File: config.mk
export PLATFORM = sky130hd
export DESIGN_NAME = avr_cpu_fetch
export DESIGN_NICKNAME = d
export VERILOG_FILES = /design/src/rtl/avr_cpu_fetch.sv
export SDC_FILE = /design/constraint.sdc
export NUM_CORES = 1
export LEC_CHECK = 0
export BUFFER_PORTS_ARGS = -buffer_cell sky130_fd_sc_hd__buf_2
export CAP_MARGIN = 20
export CORE_MARGIN = 3
export CORE_UTILIZATION = 25
export CTS_CLUSTER_SIZE = 12
export DETAILED_ROUTE_END_ITERATION = 16
export HOLD_SLACK_MARGIN = 0.05
export PLACE_DENSITY = 0.51
export SLEW_MARGIN = 10
export SYNTH_ARGS = -nofsm -noshare
export SYNTH_HDL_FRONTEND = slang
export SYNTH_SLANG_ARGS = --single-unit
File: constraint.sdc
create_clock -name clk -period 8.6 [get_ports clk]
set_input_delay 2.58 -clock clk [delete_from_list [all_inputs] [get_ports clk]]
set_output_delay 2.58 -clock clk [all_outputs]
set_load 0.1 [all_outputs]
File: src/rtl/avr_cpu_fetch.sv
// Instruction fetch/sequencer for the AVR core: owns the PC and the program-memory
// read port, and feeds opcode/cycle to the decoder while acting on its control outputs.
module avr_cpu_fetch #(
  parameter int PC_WIDTH     = 11,
  parameter int RESET_VECTOR = 0
) (
  input  logic                clk,
  input  logic                rst_n,
  output logic [PC_WIDTH-1:0] prog_addr,
  input  logic [15:0]         prog_data,
  output logic [15:0]         opcode,
  output logic                cycle,
  output logic [PC_WIDTH-1:0] pc,
  input  logic                hold,
  input  logic [15:0]         pc_update,
  input  logic                stack_write,
  input  logic                stack_read,
  input  logic                cond_hold,
  input  logic                cond_true,
  input  logic [15:0]         ret_addr_in,
  output logic [15:0]         call_ret_addr,
  input  logic                lpm_access,
  input  logic [15:0]         lpm_addr,
  output logic [7:0]          lpm_data
);

  typedef enum logic [1:0] {START, EXEC, SECOND} state_t;
  typedef enum logic [1:0] {PLAIN, JUMP, RET} kind_t;

  localparam logic [PC_WIDTH-1:0] RESET_PC = PC_WIDTH'(RESET_VECTOR);

  state_t              state_q, state_d;
  kind_t               kind_q, kind_d;
  logic [PC_WIDTH-1:0] pc_q, pc_d;
  logic [15:0]         opcode_q, opcode_d;
  logic                squash_q, squash_d;
  logic                lpm_sel_q, lpm_sel_d;

  logic [PC_WIDTH-1:0] pc_inc;
  logic [PC_WIDTH-1:0] jump_target;
  logic                offset_nz;
  logic                unused_inputs;

  // The stack itself captures call_ret_addr; stack_write is informational here.
  assign unused_inputs = ^{stack_write, ret_addr_in[15:PC_WIDTH], lpm_addr[15:PC_WIDTH+1]};

  assign pc_inc        = pc_q + PC_WIDTH'(1);
  assign jump_target   = pc_inc + pc_update[PC_WIDTH-1:0];
  assign offset_nz     = |pc_update;
  assign pc            = pc_q;
  assign call_ret_addr = 16'(pc_inc);

  always_ff @(posedge clk or negedge rst_n) begin
    if (!rst_n) begin
      state_q   <= START;
      kind_q    <= PLAIN;
      pc_q      <= RESET_PC;
      opcode_q  <= 16'h0000;
      squash_q  <= 1'b0;
      lpm_sel_q <= 1'b0;
    end else begin
      state_q   <= state_d;
      kind_q    <= kind_d;
      pc_q      <= pc_d;
      opcode_q  <= opcode_d;
      squash_q  <= squash_d;
      lpm_sel_q <= lpm_sel_d;
    end
  end

  always_comb begin
    state_d   = state_q;
    kind_d    = kind_q;
    pc_d      = pc_q;
    opcode_d  = opcode_q;
    squash_d  = squash_q;
    lpm_sel_d = lpm_sel_q;
    prog_addr = pc_q;
    opcode    = 16'h0000;
    cycle     = 1'b0;
    lpm_data  = 8'h00;

    unique case (state_q)
      START: begin
        prog_addr = RESET_PC;
        state_d   = EXEC;
      end

      EXEC: begin
        opcode   = squash_q ? 16'h0000 : prog_data;
        opcode_d = opcode;
        squash_d = 1'b0;
        // hold outranks a skip; re-reading pc keeps the ROM port busy with a harmless fetch
        if (hold) begin
          if (lpm_access) begin
            prog_addr = lpm_addr[PC_WIDTH:1];
            lpm_sel_d = lpm_addr[0];
          end
          state_d = SECOND;
          if (stack_read)     kind_d = RET;
          else if (offset_nz) kind_d = JUMP;
          else                kind_d = PLAIN;
        end else if (cond_hold && cond_true && offset_nz) begin
          state_d = SECOND;
          kind_d  = JUMP;
        end else begin
          prog_addr = pc_inc;
          pc_d      = pc_inc;
          squash_d  = cond_hold && cond_true;
        end
      end

      SECOND: begin
        opcode  = opcode_q;
        cycle   = 1'b1;
        state_d = EXEC;
        unique case (kind_q)
          JUMP: begin
            prog_addr = jump_target;
            pc_d      = jump_target;
          end
          RET: begin
            prog_addr = ret_addr_in[PC_WIDTH-1:0];
            pc_d      = ret_addr_in[PC_WIDTH-1:0];
          end
          default: begin
            prog_addr = pc_inc;
            pc_d      = pc_inc;
            lpm_data  = lpm_sel_q ? prog_data[15:8] : prog_data[7:0];
          end
        endcase
      end

      default: state_d = START;
    endcase
  end

endmodule

# == Word level (Yosys, flattened, before mapping) ==
# Index checks and enable logic that the tools add are counted.
# word_totals
out_inout_bits,63
elab_cells,47
inputBits,72
regBits,33
# op_classes
add_sub_neg,2
n_reduce_logical,11
mux,22
n_eq_ne,6
# op_table
operator,count
two-way mux 11 bit,4
one-hot mux 11 bit (2 select lines),2
one-hot mux 11 bit (3 select lines),1
one-hot mux 16 bit (2 select lines),1
two-way mux 8 bit,3
two-way mux 16 bit,1
OR reduction 16 bit,1
"adder 11 x 1 -> 11 bit, second input constant",1
adder 11 bit,1
two-way mux 2 bit,5
"equality test 2 x 1 -> 1 bit, second input constant",2
"equality test 2 bit, second input constant",2
two-way mux 1 bit,4
one-hot mux 2 bit (2 select lines),1
AND reduction 2 bit,2
nonzero test 2 bit,2
OR reduction 2 bit,2
"!= test 3 bit, second input constant",1
AND reduction 3 bit,1
logical AND 1 bit,2
zero test 2 bit,1
"!= test 2 bit, second input constant",1

# == Depth between registers and ports, before layout ==
# Gate-level depths: netlist of the first run.
# depth
ltp_word,5
ltp_mapped,12
ltp_nobuf,12

# == Worst setup path before layout of the first run ==
# OpenSTA, ideal clock, no wires.
# synth_path
kind,register to output
start,reg pc_q[1] (netlist: pc[1])
end,out prog_addr[8]
path_stages_with_launch,12
setup_slack_ps,-2012
path_buffers,0
arrival_time_ps,8032
required_ps,6020
cell_sequence,dfrtp_1 > ha_1 > and4_2 > nand2_1 > xnor2_1 > ha_1 > o211ai_1 > a21oi_1 > a211oi_1 > xnor2_1 > o21ai_0 > o311ai_0
# synth_via
elab_chain_len,4
elab_cells_between_ends,6
# synth_rtl
element,line,rtl
"start, declared",34,"logic [PC_WIDTH-1:0] pc_q, pc_d;"
"start signal, assigned",64,pc_q <= pc_d;
adder 11 x 1 -> 11 bit,47,assign pc_inc = pc_q + PC_WIDTH'(1);
named net call_ret_addr[6],21,"output logic [15:0] call_ret_addr,"
adder 11 bit,48,assign jump_target = pc_inc + pc_update[PC_WIDTH-1:0];
one-hot mux 11 bit (2 select lines),117,unique case (kind_q)
one-hot mux 11 bit (3 select lines),83,unique case (state_q)
"end, declared",9,"output logic [PC_WIDTH-1:0] prog_addr,"
# The timed path passes the listed nets, and every way through them passes these cells.

# == Worst setup path after layout of the first run ==
# layout_path
start,in pc_update[10]
end,out prog_addr[2]
# layout_via
elab_chain_len,5
# layout_rtl
element,line,rtl
"start, declared",15,"input logic [15:0] pc_update,"
OR reduction 16 bit,49,assign offset_nz = |pc_update;
logical AND 1 bit,103,end else if (cond_hold && cond_true && offset_nz) begin
two-way mux 11 bit,-,
two-way mux 11 bit,94,if (hold) begin
one-hot mux 11 bit (3 select lines),83,
# Every way passes these cells.

==> results.yml, run 1 <==
global_routing:
  grt-ovfl-total: 0
  first_global_vias: 3437
  antenna_found_initial: 0
  grt_max_degree: 34
  grt_use_total_pct: 15.3
  grt_pass1_wl_um: 18500
sta:
  tightest_slew_ps: 1060
  rsz0062_at_grt: "no"
  clock_skew_ps: 3.11
  slew_violations: 0
  layout_min_cycle_time_ps: 7760
  hold_violations: 0
  setup_viol: 0
  finalSetupTns_ps: 0
  fmax_ghz: 0.129
  period_share_pct: 90.3
  slew_headroom_pct: 29.0
setup_path:
  rrSetupSlack_ps: 5240
  slowest_delay_ps: 620
  crit_path_start_kind: "input pin"
  critical-path-slowest-cell: "nor4_1"
  path_buf_inv: 2
  crit_path_frequent_cell: "buf_2"
  path_max_fanout: 5
  reg2reg_from: "pc[1]"
  crit_cells: 9
  end_kind: "output port"
  crit_family: "simple AND/OR/NAND/NOR gates"
  cp_data_arrival_time_ps: 5180
  path_cells: "buf_2 -> nor4_1 -> nand4_1 -> nand3_1 -> nand2_1 -> o21ai_0 -> o22ai_1 -> a2bb2oi_1 -> buf_2"
  crit_path_end: "prog_addr[2]"
  crit_type: "in -> out"
  reg2reg_depth: 11
  r2r_end: "pc[7]"
  required_ps: 6020
  crit_start: "pc_update[10]"
route:
  wl_per_cell_um: 16.3
  ant_nets: 0
  drc: 0
  num_vias: 3735
  wl_um: 12100
  dr.pass1.iters: 5
  drtIter0Drc: 209
  via_per_inst: 5.05
cts:
  numCtsBuffers: 5
  cts_root_buf: "clkbuf_16"
  postCtsHoldBufs: 0
  clk_latency_ps: 280
  cts_sinks: 33
  cts_setup_buffers: 0
  path_clk_slew_ps: 60
  cts_tree: "yes"
  htree_num_levels: 2
  cts_buffer_depth: 2
  cts_resized: 0
placement:
  gp_congestion: 0.856
  io_buffer_count: 119
  hpwl_um: 9370
synthesis:
  seq_area_frac_synth_pct: 24.1
  syn_avg_cell_area_um2: 7.34
  yosys_warnings: 0
  synth_edf_count: 0
  syn-instance-count: 467
  synth.distinct_cells: 58
  synth_area_um2: 3430
  ys.flop_type: "dfrtp_1"
  async_reset_ff_share_pct: 100
  ys_seq_elements: 33
finish:
  final_cell_mix: "buf_2, nand2_1, o21ai_0"
  drive_above_1_share_pct: 26.1
  fin_nets: 653
  antenna_cells: 0
  syn_to_final_growth_pct: 26.1
  final_common_cell: "buf_2"
  final_core_util_pct: 32.4
floorplan:
  core_area_um2: 13300
  die_h_um: 123
  io_pins: 135
  dieArea_um2: 15200
  rows: 42
  start_util_pct: 25.7
  dieWidth_um: 123
outcome:
  outcome: "finished, final reports clean"
job:
  max_cap_violations: 0
min_path:
  hp-class: "reg -> reg"
[how the worst min path moves through the flow]
stage                     depth (start not counted)  slack, ps            to          from
after floorplan                                   2        470     kind_q[1]     kind_q[1]
after global placement                            2        490     kind_q[1]     kind_q[1]
after detailed placement                          2        520   opcode_q[9]   opcode_q[9]
after CTS                                         2        530   opcode_q[4]   opcode_q[4]
after global routing                              2        550  opcode_q[15]  opcode_q[15]
final                                             2        520   opcode_q[0]   opcode_q[0]
[registers in the layout, summed over array words and instances, names as in the netlist]
signal	count
kind_q	2
opcode_q	16
squash_q	1
lpm_sel_q	1
pc	11
state_q	2
[synth_stat cells, drive strengths merged, types with 4 or more instances]
cell | instances | area, µm²
nand2 | 73 | 289
o21ai | 52 | 260
inv | 36 | 135
nor2 | 34 | 128
dfrtp | 33 | 826
a21oi | 27 | 135
clkbuf | 22 | 82.6
a21boi | 17 | 128
ha | 17 | 213
mux2i | 17 | 170
buf | 16 | 98.8
nand3 | 15 | 75.1
xnor2 | 9 | 78.8
nor4 | 8 | 65.1
xor2 | 8 | 70.1
a211oi | 7 | 52.6
nor3 | 6 | 30.0
o211ai | 6 | 45.0
a21o | 5 | 37.5
a221o | 4 | 40.0
a221oi | 4 | 35.0
a2bb2oi | 4 | 35.0
o221ai | 4 | 35.0
[per-layer routing]
metal | up-vias | part of all wire, % | global-route usage (%)
met5 | - | 0 | 0
met4 | 0 | 1.8 | 3.67
met1 | 1756 | 44 | 21.2
met3 | 16 | 6.1 | 2.61
met2 | 119 | 48 | 25.0
li1 | 1844 | - | -
[cell type report]
class,instances,area (µm²)
clock buffer,5,125
clock inverter,3,46.3
fill,1480,9020
inverter,36,135
multi-input combinational,364,2340
sequential,33,826
tap,176,220
timing repair buffer,123,626
[kinds of logic (layout without fill, tap and decap cells)]
| group | count (synthesis) | in the layout | share of synthesized area [%] |
|---|---|---|---|
| muxes | 20 | 20 | 5.95 |
| and+or+nand+nor | 150 | 150 | 20.1 |
| DFF | 33 | 33 | 24.1 |
| xor gates and xnor gates | 18 | 18 | 5.00 |
| buffers and inverters | 74 | 167 | 9.23 |
| AOI/OAI and AO/OA | 153 | 153 | 28.8 |
| other | 1 | 5 | 0.109 |
| adders and majority gates | 18 | 18 | 6.79 |
[worst register-to-register path: cells and delay by family, from the launching register on]
kind / cells / cell delay, ps
compound gates: 6 / 1640
xor+xnor: 1 / 160
fa+ha+maj: 2 / 710
buf+inv: 1 / 100
flops: 1 / 480
simple gates: 1 / 150
[per-stage QoR]
| step | std cells | cell area, µm² | setup WS [ps] | hold slack (ps) |
|---|---|---|---|---|
| finish | 740 | 4320 | 837 | 521 |
| global route | 740 | 4320 | 594 | 553 |
| CTS | 740 | 4320 | 846 | 525 |
| detailed placement | 732 | 4150 | 843 | 515 |
| global placement | 732 | 4150 | 849 | 495 |
| floorplan | 471 | 3490 | 16.5 | 474 |
Power of run 1 is not shown: default switching activity piles up to over one toggle a cycle in this logic, so the estimate is an artifact.
==> inputs of run 2 (changes only) <==
==> constraint.sdc (replaced) <==
create_clock -name clk -period 8.6 [get_ports clk]
set_input_delay 0 -clock clk [delete_from_list [all_inputs] [get_ports clk]]
set_output_delay 0 -clock clk [all_outputs]
set_load 0.1 [all_outputs]
==> results.yml, run 2 (same netlist as run 1, synthesis figures left out) <==
cts:
  cts_root_buf: "clkbuf_16"
  htree_num_levels: 2
  cts_resized: 0
  clk_latency_ps: 280
  path_clk_slew_ps: 60
  cts_sinks: 33
  cts_tree: "yes"
  numCtsBuffers: 5
  cts_setup_buffers: 0
  postCtsHoldBufs: 19
  cts_buffer_depth: 2
placement:
  io_buffer_count: 119
  placed_cell_area_um2: 4100
  gp_congestion: 0.926
  hpwl_um: 9280
  dp_cells: 731
setup_path:
  critical-path-slowest-cell: "or4_1"
  path_cells: "ha_1 -> and4_2 -> nand2_1 -> xnor2_1 -> ha_1 -> a21o_1 -> a21oi_1 -> o21ai_0 -> or4_1 -> a31oi_1 -> a21oi_1 -> o21ai_1 -> buf_2"
  cp_data_arrival_time_ps: 4110
  path_max_fanout: 8
  slowest_delay_ps: 520
  crit_type: "reg -> out"
  reg2reg_depth: 12
  required_ps: 8600
  crit_path_start_kind: "flop"
  end_kind: "output port"
min_path:
  hold_depth: 3
  hp-class: "in -> reg"
finish:
  antenna_cells: 0
  final_core_util_pct: 33.3
  regMostFlops: "opcode_q"
  syn_to_final_growth_pct: 29.7
  design_area_um2: 4450
  final_cell_mix: "buf_2, nand2_1, o21ai_0"
  stdcell_count: 760
  drive_above_1_share_pct: 24.3
  final_common_cell: "buf_2"
  fin_nets: 673
  largest_reg_flops: 16
route:
  num_vias: 3872
  dr.pass1.iters: 5
  drc: 0
  drtIter0Drc: 273
  ant_nets: 0
  wl_per_cell_um: 16.4
  via_per_inst: 5.09
  wl_um: 12500
global_routing:
  grt_max_degree: 40
  first_global_vias: 3779
  antenna_found_initial: 0
  grt-ovfl-total: 0
  grt_use_total_pct: 16.1
  grt_pass1_wl_um: 19400
sta:
  hold_violations: 0
  slew_violations: 0
  fmax_ghz: 0.243
  setup_viol: 0
  clock_skew_ps: 3.64
  slew_headroom_pct: 43.4
  period_share_pct: 47.8
  rsz0062_at_grt: "no"
  finalSetupTns_ps: 0
  tightest_slew_ps: 848
  layout_min_cycle_time_ps: 4110
floorplan:
  rows: 42
  io_pins: 135
  die_h_um: 123
  start_util_pct: 25.7
  dieArea_um2: 15200
  dieWidth_um: 123
  core_area_um2: 13300
job:
  max_cap_violations: 0
outcome:
  outcome: "finished, final reports clean"
-- run 2: path summary, 6_finish.rpt --
path,start,endpoint,slack [ps]
setup / recovery,pc[0],prog_addr[10],4490
hold / removal,cond_true,squash_q,90
setup reg to reg,pc[0],pc[10],5150
hold reg to reg,kind_q[1],kind_q[1],510
max in group asynchronous,rst_n,pc[4],7700
min in group asynchronous,rst_n,opcode_q[14],370
-- run 2: layout make-up --
class,count,area [µm²]
tap,176,220
sequential,33,826
clock inverter,3,17.5
multi-input combinational,364,2300
timing repair buffer,143,823
inverter,36,135
fill,1463,8900
clock buffer,5,125
-- run 2: worst max-delay path: cells and delay by family (launching register included) --
kind	cells	cell delay (ps)
adder cells (fa/ha/maj)	2	710
flip-flops	1	490
AO/OA/AOI/OAI	6	960
buffers and inverters	1	440
AND/OR/NAND/NOR	3	910
XOR/XNOR	1	320
-- run 2: per-stage QoR --
step	setup WS (ps)	hold slack, ps
after floorplan	568	-296
after global placement	4850	145
after detailed placement	4860	158
after CTS	4530	88.7
after global routing	4220	99.9
final	4490	85.8
-- run 2: per-layer routing --
layer	track usage [%]	vias up	part of all wire, %
li1	-	1885	-
met1	20.6	1837	43
met2	26.2	123	48
met3	3.71	27	6.4
met4	6.23	0	3.0
met5	0	-	0
Power of run 2 is left out for the same reason.
==> inputs of run 3 (changes only) <==
--- a/config.mk
+++ b/config.mk
@@ -12,7 +12,7 @@
 export CTS_CLUSTER_SIZE = 12
 export DETAILED_ROUTE_END_ITERATION = 16
 export HOLD_SLACK_MARGIN = 0.05
-export PLACE_DENSITY = 0.51
+export PLACE_DENSITY = 0.52
 export SLEW_MARGIN = 10
 export SYNTH_ARGS = -nofsm -noshare
 export SYNTH_HDL_FRONTEND = slang
==> constraint.sdc (replaced) <==
create_clock -name clk -period 3.6 [get_ports clk]
set_input_delay 0 -clock clk [delete_from_list [all_inputs] [get_ports clk]]
set_output_delay 0 -clock clk [all_outputs]
set_load 0.1 [all_outputs]
==> results.yml, run 3 (same netlist as run 1, synthesis figures left out) <==
cts:
  htree_num_levels: 2
  clk_latency_ps: 290
  numCtsBuffers: 5
  cts_sinks: 33
  cts_tree: "yes"
  path_clk_slew_ps: 60
  cts_buffer_depth: 2
  cts_root_buf: "clkbuf_16"
setup_path:
  r2r_end: "pc[6]"
  slowest_delay_ps: 530
  crit_start: "pc[1]"
  cp_data_arrival_time_ps: 3520
  required_ps: 3600
  reg2reg_from: "pc[1]"
  critical-path-slowest-cell: "or4_1"
  rrSetupSlack_ps: 530
  end_kind: "output port"
  path_cells: "ha_4 -> and4_2 -> nand2_2 -> xnor2_4 -> ha_4 -> a21o_1 -> a21oi_1 -> o21ai_0 -> or4_1 -> a31oi_2 -> a21oi_1 -> o21ai_4 -> buf_12"
  crit_path_start_kind: "flop"
  crit_path_end: "prog_addr[10]"
  reg2reg_depth: 10
  path_max_fanout: 7
  crit_type: "reg -> out"
sta:
  rsz0062_at_grt: "yes"
  tightest_slew_ps: 848
  hold_violations: 0
  period_share_pct: 97.8
  hold_ws_ps: 69.7
  setup_viol: 0
  fmax_ghz: 0.284
  layout_min_cycle_time_ps: 3520
  slew_violations: 0
  clock_skew_ps: 5.62
  slew_headroom_pct: 43.5
min_path:
  hp-class: "in -> reg"
global_routing:
  first_global_vias: 3907
  grt-ovfl-total: 0
  global_route.usage.met1_pct: 21.7
  grt_util_met2_pct: 29.7
  grt_max_degree: 40
  use_met3_pct: 3.43
  busiest_layer: "met2"
  grt_use_total_pct: 17.0
  antenna_found_initial: 1
  grt_pass1_wl_um: 20300
route:
  drc: 0
  via_per_inst: 5.01
  ant_nets: 0
  dr.pass1.iters: 5
  wl_per_cell_um: 16.4
  drtIter0Drc: 230
  num_vias: 3837
  wl_um: 12600
placement:
  placed_cell_area_um2: 4580
  gp_congestion: 0.803
  dp_cells: 735
  hpwl_um: 9630
  io_buffer_count: 119
finish:
  stdcell_count: 766
  design_area_um2: 5010
  antenna_cells: 0
  regMostFlops: "opcode_q"
  drive_above_1_share_pct: 32.5
  final_cell_mix: "buf_2, nand2_1, o21ai_0"
  final_common_cell: "buf_2"
  syn_to_final_growth_pct: 46.2
  fin_nets: 679
  largest_reg_flops: 16
  final_core_util_pct: 37.6
floorplan:
  die_h_um: 123
  core_area_um2: 13300
  rows: 42
  dieWidth_um: 123
  io_pins: 135
  start_util_pct: 25.7
  dieArea_um2: 15200
job:
  max_cap_violations: 0
outcome:
  outcome: "finished, final reports clean"
==> run 3: changes by cell type in the layout (fill, tap and decap cells not counted), sizes merged <==
cell / previous run / this run
inv: 36 / 35
clkbuf: 5 / 8
bufinv: 0 / 1
buf: 124 / 128
clkinvlp: 1 / 2
clkinv: 2 / 0
==> run 3: worst min-delay path by stage <==
stage / from / to / slack [ps] / depth (start not counted)
floorplan: rst_n / kind_q[0] / -300 / 0
global placement: rst_n / pc[10] / 150 / 1
detailed placement: rst_n / pc[10] / 150 / 1
CTS: cond_true / squash_q / 60 / 3
global route: cond_true / squash_q / 80 / 3
finish: cond_true / squash_q / 70 / 3
==> run 3: per-stage QoR <==
step | worst slack [ps] | setup TNS (ps)
final | 80.3 | 0
after detailed placement | 278 | 0
after floorplan | -934 | -3340
after global placement | 269 | 0
after CTS | 5.62 | 0
after global routing | -88.6 | -123
==> run 3: area by class of cell <==
class	count	area [µm²]
fillers	1398	8330
multi-input cells	364	2690
repair buffers	149	931
flip-flops and latches	33	857
well taps	176	220
clock buffers	6	139
inverters	36	139
clock inverters	2	37.5
==> run 3: routing by layer <==
metal / part of all wire (%) / up-vias
met5: 0.056 / -
met4: 1.2 / 2
met3: 8.0 / 12
met2: 48 / 155
met1: 43 / 1778
li1: - / 1890
==> run 3: repair_timing <==
action | in CTS | in global routing
buffers inserted | 1 | 3
hold buffers | 19 | 0
setup endpoints to repair | 1 | 6
gates resized for setup | 0 | 8
hold endpoints to repair | 51 | 0
pin swaps | 0 | 3
==> run 3: worst max-delay path: cells and delay by family (launching register included) <==
family                   cells  cell delay, ps
AO/OA/AOI/OAI                6             990
XOR/XNOR                     1             220
adder cells (fa/ha/maj)      2             460
buffers and inverters        1             190
flip-flops                   1             480
AND/OR/NAND/NOR              3             870
Power of run 3 is left out for the same reason.
